## src/rtl/top_spi.sv

```systemverilog
// -----------------------------------------------------------------------------
// top_spi : SPI mode-0 slave, oversampled by the system clock.
//
// Receives bytes MSB first on SPI_MOSI (sampled on SCK rising edges) and shows
// the last complete byte on led. Each message (CS falling edge) bumps an 8-bit
// message counter whose new value is shifted out MSB first on SPI_MISO
// (advanced on SCK falling edges).
//
// Ports
//   clk                 in   system clock, all state on its rising edge
//   rst_n               in   asynchronous reset, active HIGH despite the name
//   SPI_SCK             in   SPI clock from master (async, idle low)
//   SPI_CS              in   SPI chip select, active low (async)
//   SPI_MOSI            in   master-out data (async)
//   SPI_MISO            out  slave-out data, 0 while not selected
//   led                 out  last complete byte received
//   bitcnt              out  bits received in the current byte, 0..7
//   byte_data_received  out  live receive shift register
// -----------------------------------------------------------------------------
module top_spi (
   input  logic       clk,
   input  logic       rst_n,
   input  logic       SPI_SCK,
   input  logic       SPI_CS,
   input  logic       SPI_MOSI,
   output logic       SPI_MISO,
   output logic [7:0] led,
   output logic [3:0] bitcnt,
   output logic [7:0] byte_data_received
);

   // Synchronizers: bit 0 is the newest sample, bit 2 (or 1) the oldest.
   logic [2:0] sck_q;
   logic [2:0] cs_q;
   logic [1:0] mosi_q;

   logic       armed_q,  armed_d;
   logic [2:0] bitcnt_q, bitcnt_d;
   logic [7:0] rx_q,     rx_d;
   logic [7:0] led_q,    led_d;
   logic       strobe_q, strobe_d;
   logic [7:0] msg_q,    msg_d;
   logic [7:0] tx_q,     tx_d;

   logic sck_rise;
   logic sck_fall;
   logic cs_fall;
   logic cs_active;

   assign sck_rise = (sck_q[2:1] == 2'b01);
   assign sck_fall = (sck_q[2:1] == 2'b10);
   assign cs_fall  = (cs_q[2:1]  == 2'b10);

   // The synchronizers reset to 0, which would read as "CS low". armed_q keeps
   // the slave deaf until a real CS falling edge has been seen after reset.
   assign cs_active = ~cs_q[2] & armed_q;

   always_comb begin
      armed_d  = armed_q;
      bitcnt_d = bitcnt_q;
      rx_d     = rx_q;
      msg_d    = msg_q;
      tx_d     = tx_q;
      strobe_d = 1'b0;
      led_d    = strobe_q ? rx_q : led_q;

      // CS events take precedence over any coincident SCK edge.
      if (cs_fall) begin
         armed_d  = 1'b1;
         bitcnt_d = 3'd0;
         msg_d    = msg_q + 8'd1;
         tx_d     = msg_q + 8'd1;
      end else if (!cs_active) begin
         // Deselected: drop any partial byte count, hold data registers.
         bitcnt_d = 3'd0;
         if (cs_q[2]) begin
            armed_d = 1'b0;
         end
      end else if (sck_rise) begin
         rx_d     = {rx_q[6:0], mosi_q[1]};
         bitcnt_d = bitcnt_q + 3'd1;
         strobe_d = (bitcnt_q == 3'd7);
      end else if (sck_fall) begin
         tx_d = {tx_q[6:0], 1'b0};
      end
   end

   always_ff @(posedge clk or posedge rst_n) begin
      if (rst_n) begin
         sck_q    <= '0;
         cs_q     <= '0;
         mosi_q   <= '0;
         armed_q  <= 1'b0;
         bitcnt_q <= '0;
         rx_q     <= '0;
         led_q    <= '0;
         strobe_q <= 1'b0;
         msg_q    <= '0;
         tx_q     <= '0;
      end else begin
         sck_q    <= {sck_q[1:0], SPI_SCK};
         cs_q     <= {cs_q[1:0], SPI_CS};
         mosi_q   <= {mosi_q[0], SPI_MOSI};
         armed_q  <= armed_d;
         bitcnt_q <= bitcnt_d;
         rx_q     <= rx_d;
         led_q    <= led_d;
         strobe_q <= strobe_d;
         msg_q    <= msg_d;
         tx_q     <= tx_d;
      end
   end

   assign SPI_MISO           = cs_active & tx_q[7];
   assign led                = led_q;
   assign bitcnt             = {1'b0, bitcnt_q};
   assign byte_data_received = rx_q;

endmodule

```

## config.mk

```make
export PLATFORM = sky130hd
export DESIGN_NAME = top_spi
export DESIGN_NICKNAME = d
export VERILOG_FILES = /design/src/rtl/top_spi.sv
export SDC_FILE = /design/constraint.sdc
export NUM_CORES = 1
export LEC_CHECK = 0
export ABC_AREA = 1
export CORE_ASPECT_RATIO = 2
export CORE_MARGIN = 3
export CORE_UTILIZATION = 42
export CTS_BUF_LIST = sky130_fd_sc_hd__clkbuf_4
export CTS_CLUSTER_DIAMETER = 60
export DETAILED_ROUTE_END_ITERATION = 12
export DONT_BUFFER_PORTS = 1
export GPL_ROUTABILITY_DRIVEN = 0
export PLACE_DENSITY_LB_ADDON = 0.15
export SYNTH_ARGS = -nofsm -noshare
export SYNTH_HDL_FRONTEND = slang
export SYNTH_SLANG_ARGS = --single-unit
```

## constraint.sdc

```tcl
create_clock -name clk -period 2.4 [get_ports clk]
set_input_delay 0.36 -clock clk [delete_from_list [all_inputs] [get_ports clk]]
set_output_delay 0.36 -clock clk [all_outputs]
set_load 0.1 [all_outputs]
```

==> qor.csv, run 1 <==
stage;metric;value;unit
critical_path;CP arrival;1.50;ns
power_and_ir_drop;Switching Power;759;uW
floorplan;DIE WIDTH;53.5;um
layout;area of the multi-input gates;634;um^2
synthesis;Synth warnings;0;
critical_path;CP max FO;7;
timing;Max Freq;538;MHz
power_and_ir_drop;sw frac;38.5;%
detailed_routing;number of remaining DRC errors;0;
run;maxcap violations;0;
global_routing;grt ovf;0;
synthesis;Synth cell types;26;
timing;min Tclk post-route;1.86;ns
critical_path;CP required;2.04;ns
timing;relative slew slack;35.8;%
detailed_routing;TritonRoute pass-1 iters;4;
layout;fillers;414;
floorplan;Rows;34;
global_routing;first-pass GRT wire length;5780;um
critical_path;R2R Setup Slk;0.94;ns
global_routing;largest net degree at the start of global routing;46;
floorplan;core area;4340;um^2
synthesis;synthesized cell area;1890;um^2
floorplan;Die H;101;um
detailed_routing;Wirelength per Cell;13.1;um
detailed_routing;Metal-1 WL;1290;um
placed_design;dpl hpwl;2500;um
detailed_routing;met3 WL;111;um
power_and_ir_drop;Power, Total;1970;uW
synthesis;post-synthesis sequential area ratio;59.4;%
placed_design;Port Buffer Count;0;
layout;share of cells above drive strength 1;18.8;%
floorplan;Die ar.;5400;um^2
timing;Tcrit/Tclk final;77.4;%
detailed_routing;ANT nets after route;0;
power_and_ir_drop;leakage power;0.00105;uW
clock_network;CTS max path bufs;2;
clock_network;CTS Buf Count;5;
status;status;finished clean;
floorplan;I/O pin count;26;
timing;setup violators final;0;
global_routing;vias in the first global route;1326;
synthesis;#FFs+latches synth;45;
detailed_routing;Iter 0 DRT Violations;20;
timing;RSZ-0062 raised after global routing;false;
global_routing;antenna violations before repair;0;
power_and_ir_drop;internal power;1210;uW
critical_path;Worst Setup End Kind;output pin;
detailed_routing;top sig layer;met4;
detailed_routing;vias;1251;
power_and_ir_drop;VDD IR max;0.608;mV
timing;Worst Tran Pin Value;0.963;ns
detailed_routing;post-DR vias/cell;4.89;
timing;Worst Clk Skew;0.0109;ns
power_and_ir_drop;sequential share of power;53.6;%
layout;nets;209;
floorplan;initial core utilization;43.7;%
timing;Slew Limit Fails;0;
clock_network;CTS H-Tree Depth;2;
clock_network;CTS tree;done;
clock_network;CTS sink count;45;
clock_network;Worst-Skew Late Latency;0.34;ns
synthesis;syn_nets;195;
layout;Area Growth Syn to Fin;10.4;%
power_and_ir_drop;combinational share of power;23.3;%
detailed_routing;routed wire length;3350;um
layout;ant diodes;0;
synthesis;syn_area_per_cell;10.1;um^2
synthesis;Syn Inst Count;187;
critical_path;Setup crit start kind;register;
power_and_ir_drop;Clk network pwr share;23.1;%
timing;setup TNS;0;ns
critical_path;Setup CP Type;reg -> out;
layout;register area;1130;um^2
clock_network;CTS clock-pin slew for the worst setup and hold paths;0.13;ns
hold_path;Hold Path Class;in -> async;
timing;final hold viol count;0;
power_and_ir_drop;Cell Pwr Density;943;nW/um^2
clock_network;CTS Root Cell;clkbuf_4;
global_routing;total global-route track usage;14.6;%
detailed_routing;DR WL met2;1860;um
per-layer routing:
metal / vias up / GRT usage [%]
met5: - / 0
met4: 0 / 8.27
met3: 8 / 2.96
met2: 27 / 26.0
met1: 592 / 14.8
li1: 624 / -
stage by stage:
stage / std cells / utilization, % / setup WS (ns) / area [um^2] / hold slack (ns)
floorplan: 187 / - / 0.0889 / 1890 / 0.331
global placement: 245 / 45.7 / 0.927 / 1980 / 0.335
detailed placement: 245 / 45.7 / 0.899 / 1980 / 0.342
CTS: 253 / 47.5 / 0.488 / 2060 / 0.00229
global route: 256 / 48.2 / 0.421 / 2090 / 0.0482
finish: 256 / 48.2 / 0.543 / 2090 / 0.00858
registers in the layout, indices dropped and copies added (netlist names):
name	flops
sck_q	3
mosi_q	2
msg_q	8
strobe_q	1
cs_q	3
armed_q	1
byte_data_received	8
tx_q	8
led	8
bitcnt_q	3
placed cells by master (no fill, tap or decap), drive strengths merged, types with 6 or more instances in the layout:
cell type / n
o21ai: 21
buf: 9
inv: 22
nand2: 36
nor2: 23
a21oi: 13
nand3: 10
dfrtp: 45
clkbuf: 6
power groups by stage:
stage | clock network (uW) | logic, uW | registers, uW
2_1_floorplan | 0 | 227 | 1200
6_report | 455 | 459 | 1060
4_1_cts | 480 | 461 | 1060
3_5_place_dp | 0 | 459 | 1070
5_1_grt | 508 | 505 | 1070
3_3_place_gp | 0 | 448 | 1070
timing repair:
action	4_1_cts	5_1_grt
gates resized for setup	0	0
hold buffers	0	3
endpoints found under the hold margin	0	3
setup buffers	0	0
synth_stat cells, drive strengths merged:
library cell / instances / area (um^2)
o211ai: 1 / 7.51
conb: 1 / 3.75
nand3: 10 / 50.1
xor2: 1 / 8.76
ha: 3 / 37.5
a21oi: 13 / 72.6
mux2: 3 / 33.8
nor2: 23 / 113
inv: 23 / 86.3
nand3b: 1 / 7.51
buf: 5 / 50.0
dfrtp: 45 / 1130
o21ai: 21 / 128
a22oi: 1 / 12.5
nand2: 36 / 158
critical path, cell delays in order (launching register included):
cell	delay, ns
dfrtp_1	0.43
nor2_4	0.24
inv_1	0.11
nor2_2	0.09
buf_4	0.29
cells by family (layout without fill, tap and decap cells):
logic type	after synthesis	count (layout)	share of synthesized area, %
other cells	1	1	0.198
mux	3	3	1.78
xor+xnor	1	1	0.462
fa+ha+maj	3	3	1.98
simple gates	70	70	17.3
flops	45	45	59.4
compound gates	36	36	11.6
buf+inv	28	43	7.20
cell type report:
class / count / share of cell area [%]
flip-flops and latches: 45 / 53.9
multi-input cells: 114 / 30.3
repair buffers: 12 / 4.67
inverters: 23 / 4.13
well taps: 54 / 3.23
clock buffers: 6 / 2.15
clock inverters: 2 / 1.62
path summary, 6_finish.rpt:
path | start | endpoint | cells after the start
min in group clk | mosi_q[0]$_DFF_PP0_ | mosi_q[1]$_DFF_PP0_ | 0
max reg2reg | byte_data_received[2]$_DFFE_PP0P_ | led[2]$_DFFE_PP0P_ | 2
max in group asynchronous | rst_n | bitcnt_q[0]$_DFFE_PP0P_ | 2
min | rst_n | cs_q[0]$_DFF_PP0_ | 2
min reg2reg | mosi_q[0]$_DFF_PP0_ | mosi_q[1]$_DFF_PP0_ | 0
max | cs_q[2]$_DFF_PP0_ | SPI_MISO | 4
Note: power is estimated with default switching activity, not from simulation.
==> run 2: changes to the inputs <==
==> constraint.sdc (replaced) <==
create_clock -name clk -period 1.7 [get_ports clk]
set_input_delay 0.255 -clock clk [delete_from_list [all_inputs] [get_ports clk]]
set_output_delay 0.255 -clock clk [all_outputs]
set_load 0.1 [all_outputs]
==> qor.csv, run 2 (synthesis gave the netlist of run 1 again) <==
stage;metric;value;unit;change
critical_path;CP required;1.44;ns;-0.60 ns
critical_path;CP arrival;1.22;ns;-0.28 ns
timing;Slew Limit Fails;0;;unchanged
clock_network;CTS tree;done;;
timing;setup slack after layout;0.223;ns;-0.320 ns
detailed_routing;ANT nets after route;0;;unchanged
detailed_routing;vias;1325;;+5.9%
clock_network;CTS sink count;45;;unchanged
status;status;finished clean;;
hold_path;Hold Path Class;reg -> reg;;
power_and_ir_drop;leakage power;0.00111;uW;+6.4%
global_routing;total global-route track usage;15.9;%;+1.3 points
detailed_routing;post-DR vias/cell;4.93;;+0.80%
global_routing;busiest grt layer;met2;;
global_routing;vias in the first global route;1376;;+3.8%
floorplan;core area;4340;um^2;unchanged
power_and_ir_drop;VDD IR max;0.722;mV;+19%
clock_network;Resize count post-CTS;0;;unchanged
power_and_ir_drop;combinational share of power;31.5;%;+8.2 points
power_and_ir_drop;Cell Pwr Density;1210;nW/um^2;+28%
timing;setup TNS;0;ns;unchanged
floorplan;Die ar.;5400;um^2;unchanged
floorplan;initial core utilization;43.7;%;unchanged
layout;most frequent cells in the layout;45 x dfrtp_1, 33 x nand2_1, 20 x buf_4;;
clock_network;CTS H-Tree Depth;2;;unchanged
floorplan;Die H;101;um;unchanged
timing;final hold viol count;0;;unchanged
power_and_ir_drop;sw frac;40.0;%;+1.4 points
floorplan;Rows;34;;unchanged
clock_network;CTS Buf Count;5;;unchanged
placed_design;Port Buffer Count;0;;unchanged
power_and_ir_drop;Clk network pwr share;17.8;%;-5.3 points
timing;min Tclk post-route;1.48;ns;
layout;nets;223;;+6.7%
clock_network;CTS max path bufs;2;;unchanged
critical_path;CP max FO;2;;-5
power_and_ir_drop;Switching Power;1060;uW;+40%
placed_design;pre-CTS WS;0.354;ns;-0.545 ns
detailed_routing;Iter 0 DRT Violations;11;;-45%
detailed_routing;Wirelength per Cell;13.6;um;+4.0%
power_and_ir_drop;sequential share of power;50.7;%;-2.9 points
timing;Tcrit/Tclk final;86.9;%;
critical_path;Setup CP Type;reg -> out;;
timing;relative slew slack;40.9;%;+5.2 points
global_routing;met1 layer usage reported by global route;15.3;%;+0.49 points
global_routing;first-pass GRT wire length;6200;um;+7.2%
detailed_routing;routed wire length;3660;um;+9.3%
clock_network;CTS clock-pin slew for the worst setup and hold paths;0.11;ns;-0.02 ns
power_and_ir_drop;Power, Total;2660;uW;+35%
floorplan;I/O pin count;26;;unchanged
timing;hold slack;0.361;ns;+0.352 ns
layout;ant diodes;0;;unchanged
layout;fillers;413;;-0.24%
global_routing;GRT met2 Usage;28.9;%;+2.9 points
timing;RSZ-0062 raised after global routing;false;;
run;maxcap violations;0;;unchanged
floorplan;DIE WIDTH;53.5;um;unchanged
global_routing;antenna violations before repair;0;;unchanged
global_routing;grt met3 use;3.70;%;+0.74 points
critical_path;Worst Setup End Kind;output pin;;
global_routing;largest net degree at the start of global routing;25;;-46%
detailed_routing;TritonRoute pass-1 iters;3;;-1
critical_path;Setup crit start kind;register;;
clock_network;CTS Root Cell;clkbuf_4;;
placed_design;dpl hpwl;2820;um;+13%
clock_network;Worst-Skew Late Latency;0.34;ns;about the same
timing;Worst Clk Skew;0.00396;ns;-0.00694 ns
timing;Worst Tran Pin Value;0.880;ns;-0.0827 ns
power_and_ir_drop;internal power;1590;uW;+31%
layout;commonest non-fill, non-tap cell in the layout;dfrtp_1;;
global_routing;grt ovf;0;;unchanged
layout;Area Growth Syn to Fin;16.1;%;
timing;setup violators final;0;;unchanged
layout;fin util;50.7;%;+2.5 points
detailed_routing;number of remaining DRC errors;0;;unchanged
layout;share of cells above drive strength 1;23.3;%;+4.4 points
timing;Max Freq;677;MHz;
[run 2: final timing paths]
kind,start,end,slack (ns),cells past startpoint
worst max-delay path,cs_q[2]$_DFF_PP0_,SPI_MISO,0.22,4
worst min-delay path,sck_q[0]$_DFF_PP0_,sck_q[1]$_DFF_PP0_,0.36,0
worst max register to register,cs_q[1]$_DFF_PP0_,tx_q[0]$_DFFE_PP0P_,0.42,6
worst min register to register,sck_q[0]$_DFF_PP0_,sck_q[1]$_DFF_PP0_,0.36,0
max in group asynchronous,rst_n,msg_q[4]$_DFFE_PP0N_,0.74,3
min in group asynchronous,rst_n,byte_data_received[4]$_DFFE_PP0P_,0.43,2
[run 2: area by class of cell]
class,count,area [um^2],share of cell area (%)
Clock buffer,6,45.0,2.05
Clock inverter,1,3.75,0.171
Inverter,23,86.3,3.93
Multi-Input combinational cell,114,639,29.1
Sequential cell,45,1130,51.2
Tap cell,54,67.6,3.07
Timing Repair Buffer,26,230,10.5
[run 2: through the flow]
stage,cells,instance area (um^2)
floorplan,187,1900
detailed placement,257,2100
CTS,269,2200
global route,269,2200
finish,269,2200
global placement,257,2100
[run 2: repair_timing]
action                                  CTS  global route
setup buffers                             1             0
hold endpoints to repair                 26             0
endpoints found under the setup margin    1             0
hold buffers                              4             0
[run 2: power groups by stage]
stage	registers, uW	logic, uW	clock network (uW)
2_1_floorplan	1700	324	0
3_3_place_gp	1360	822	0
3_5_place_dp	1370	835	0
4_1_cts	1350	847	501
5_1_grt	1370	913	534
6_report	1350	836	474
[run 2: worst max-delay path, stage by stage, from the launching register on]
cell	delay, ns
dfrtp_1	0.43
nor2_4	0.09
inv_1	0.08
nor2_4	0.10
buf_12	0.18
[run 2: metal layers]
layer / part of all wire [%] / vias up / wire length, um
li1: - / 651 / -
met1: 34 / 635 / 1260
met2: 58 / 27 / 2130
met3: 3.6 / 12 / 130
met4: 3.7 / 0 / 136
met5: 0 / - / 0
==> run 3: changes to the inputs <==
--- a/config.mk
+++ b/config.mk
@@ -6,6 +6,7 @@
 export NUM_CORES = 1
 export LEC_CHECK = 0
 export ABC_AREA = 1
+export CAP_MARGIN = 15
 export CORE_ASPECT_RATIO = 2
 export CORE_MARGIN = 3
 export CORE_UTILIZATION = 42
@@ -14,6 +15,7 @@
 export DETAILED_ROUTE_END_ITERATION = 12
 export DONT_BUFFER_PORTS = 1
 export GPL_ROUTABILITY_DRIVEN = 0
+export GPL_TIMING_DRIVEN = 0
 export PLACE_DENSITY_LB_ADDON = 0.15
 export SYNTH_ARGS = -nofsm -noshare
 export SYNTH_HDL_FRONTEND = slang
==> qor.csv, run 3 (synthesis gave the netlist of run 1 again) <==
stage;metric;value;unit;change
critical_path;Setup crit start kind;register;;
timing;setup violators final;0;;unchanged
layout;nets;209;;-6.3%
timing;RSZ-0062 raised after global routing;true;;
critical_path;Worst path depth;3;;-1
hold_path;Hold Path Class;in -> async;;
critical_path;sequence of cells on the critical path;nor2_4 -> inv_2 -> nor2_4;;
timing;Max Freq;603;MHz;-11%
timing;Worst Tran Pin Value;0.970;ns;+0.0893 ns
detailed_routing;Iter 0 DRT Violations;13;;+2
critical_path;Register-to-Register Path Depth;3;;-3
critical_path;R2R Setup Slk;0.11;ns;-0.31 ns
power_and_ir_drop;sw frac;40.7;%;+0.71 points
power_and_ir_drop;internal power;1530;uW;-3.9%
layout;Area Growth Syn to Fin;10.6;%;
global_routing;grt ovf;0;;unchanged
global_routing;antenna violations before repair;0;;unchanged
layout;share of cells above drive strength 1;20.4;%;-2.9 points
clock_network;CTS clock-pin slew for the worst setup and hold paths;0.12;ns;about the same
global_routing;total global-route track usage;15.1;%;-0.80 points
critical_path;CP peak stage delay;0.48;ns;+0.05 ns
critical_path;Setup CP Type;reg -> out;;
critical_path;Worst Setup EP;SPI_MISO;;
layout;Design Area, Final;2100;um^2;-4.7%
detailed_routing;ANT nets after route;0;;unchanged
timing;setup TNS;0;ns;unchanged
layout;commonest non-fill, non-tap cell in the layout;dfrtp_1;;
placed_design;dpl hpwl;2620;um;-7.2%
clock_network;CTS Buf Count;5;;unchanged
power_and_ir_drop;VDD IR max;0.755;mV;+4.6%
detailed_routing;post-DR vias/cell;4.84;;-1.8%
timing;relative slew slack;35.3;%;-5.6 points
floorplan;DIE WIDTH;53.5;um;unchanged
layout;area of the multi-input gates;639;um^2;unchanged
layout;ant diodes;0;;unchanged
clock_network;Worst-Skew Late Latency;0.34;ns;about the same
layout;fillers;419;;+1.5%
power_and_ir_drop;leakage power;0.00104;uW;-6.8%
clock_network;CTS sink count;45;;unchanged
detailed_routing;TritonRoute pass-1 iters;4;;+1
detailed_routing;vias;1233;;-6.9%
detailed_routing;number of remaining DRC errors;0;;unchanged
detailed_routing;Wirelength per Cell;13.6;um;-0.13%
critical_path;CP dominant cell by count;nor2_4;;
floorplan;Die ar.;5400;um^2;unchanged
global_routing;vias in the first global route;1343;;-2.4%
critical_path;CP arrival;1.40;ns;+0.18 ns
power_and_ir_drop;sequential share of power;66.3;%;+16 points
critical_path;WP buf/inv;1;;-1
timing;Tcrit/Tclk final;97.6;%;+11 points
status;status;finished clean;;
floorplan;Die H;101;um;unchanged
layout;most frequent cells in the layout;43 x dfrtp_1, 33 x nand2_1, 19 x nor2_1;;
timing;final hold viol count;0;;unchanged
global_routing;largest net degree at the start of global routing;39;;+56%
global_routing;first-pass GRT wire length;5810;um;-6.2%
clock_network;CTS Root Cell;clkbuf_4;;
critical_path;CP Launch Point;cs_q[2]$_DFF_PP0_;;
layout;register area;1130;um^2;+0.22%
power_and_ir_drop;Clk network pwr share;18.4;%;+0.6 points
critical_path;family with the most delay on the worst path;simple AND/OR/NAND/NOR gates;;
floorplan;core area;4340;um^2;unchanged
critical_path;CP max FO;2;;unchanged
placed_design;Port Buffer Count;0;;unchanged
power_and_ir_drop;Switching Power;1050;uW;-0.99%
critical_path;Worst Setup End Kind;output pin;;
clock_network;CTS tree;done;;
placed_design;dpl cells;242;;-5.8%
floorplan;Rows;34;;unchanged
layout;fin util;48.3;%;-2.4 points
floorplan;initial core utilization;43.7;%;unchanged
timing;min Tclk post-route;1.66;ns;+0.182 ns
clock_network;CTS max path bufs;2;;unchanged
timing;Slew Limit Fails;0;;unchanged
critical_path;reg-to-reg critical path endpoint;bitcnt_q[2]$_DFFE_PP0P_;;
clock_network;CTS H-Tree Depth;2;;unchanged
timing;Worst Clk Skew;0.00894;ns;+0.00498 ns
critical_path;R2R Path Start;bitcnt_q[2]$_DFFE_PP0P_;;
critical_path;slowest CP cell;nor2_4;;
run;maxcap violations;0;;unchanged
power_and_ir_drop;combinational share of power;15.3;%;-16 points
placed_design;Post-DP Area;1990;um^2;-5.4%
floorplan;I/O pin count;26;;unchanged
power_and_ir_drop;Cell Pwr Density;1230;nW/um^2;+2.0%
critical_path;CP required;1.44;ns;about the same
layout;Post-Layout Cell Count;255;;-5.2%
detailed_routing;routed wire length;3470;um;-5.3%
timing;hold slack;0.252;ns;-0.109 ns
## run 3: cell types whose count changed in the layout (fill, tap and decap cells not counted)
cell	change
buf_4	-17
buf_6	+2
inv_2	+3
buf_8	+1
inv_1	-2
buf_12	-1
buf_2	+1
dfrtp_2	+2
clkinv_1	-1
dfrtp_1	-2
## run 3: area by class of cell
class	instances	area share [%]
plain buffers	5	2.39
multi-input cells	114	30.5
clock buffers	6	2.15
flip-flops and latches	45	53.9
clock inverters	1	0.179
repair buffers	7	3.58
well taps	54	3.22
inverters	23	4.12
## run 3: power by group through the flow
stage	registers [uW]	clock network [uW]	logic [uW]
after floorplan	1700	0	324
after global placement	1730	0	373
after detailed placement	1740	0	391
after CTS	1720	508	404
after global routing	1740	550	469
final	1710	475	396
## run 3: layer usage
metal  wire (um)  vias to the layer above  track usage (%)
met2        2040                       21             28.7
met1        1190                      581             13.2
met5           0                        -                0
met4         108                        0             7.48
li1            -                      623                -
met3         125                        8             4.44
## run 3: worst min path at each step
stage / slack, ns / depth (start not counted) / from / end
final: 0.25 / 2 / rst_n / cs_q[2]$_DFF_PP0_
after floorplan: 0.29 / 0 / SPI_CS / cs_q[0]$_DFF_PP0_
after global placement: 0.29 / 0 / SPI_CS / cs_q[0]$_DFF_PP0_
after CTS: 0.24 / 2 / rst_n / cs_q[2]$_DFF_PP0_
after detailed placement: 0.06 / 1 / rst_n / cs_q[2]$_DFF_PP0_
after global routing: 0.23 / 2 / rst_n / cs_q[2]$_DFF_PP0_
## run 3: per-stage QoR
step | setup WS [ns] | total power, uW
floorplan | 0.0197 | 2020
global placement | -0.0380 | 2100
detailed placement | -0.0606 | 2130
CTS | -0.0272 | 2630
global route | -0.0447 | 2750
finish | 0.0415 | 2580
## run 3: what timing repair did
action | in CTS | in global routing
setup buffers | 1 | 1
setup endpoints to repair | 2 | 1
endpoints found under the hold margin | 48 | 0
hold buffers | 4 | 0
pin swaps | 2 | 1
gates resized for setup | 3 | 1
## run 3: worst reg2reg max path, stage by stage, from the launching register on
cell and delay [ns]:
dfrtp_1 0.98, ha_1 0.37, nand3_1 0.08, nand2_1 0.06
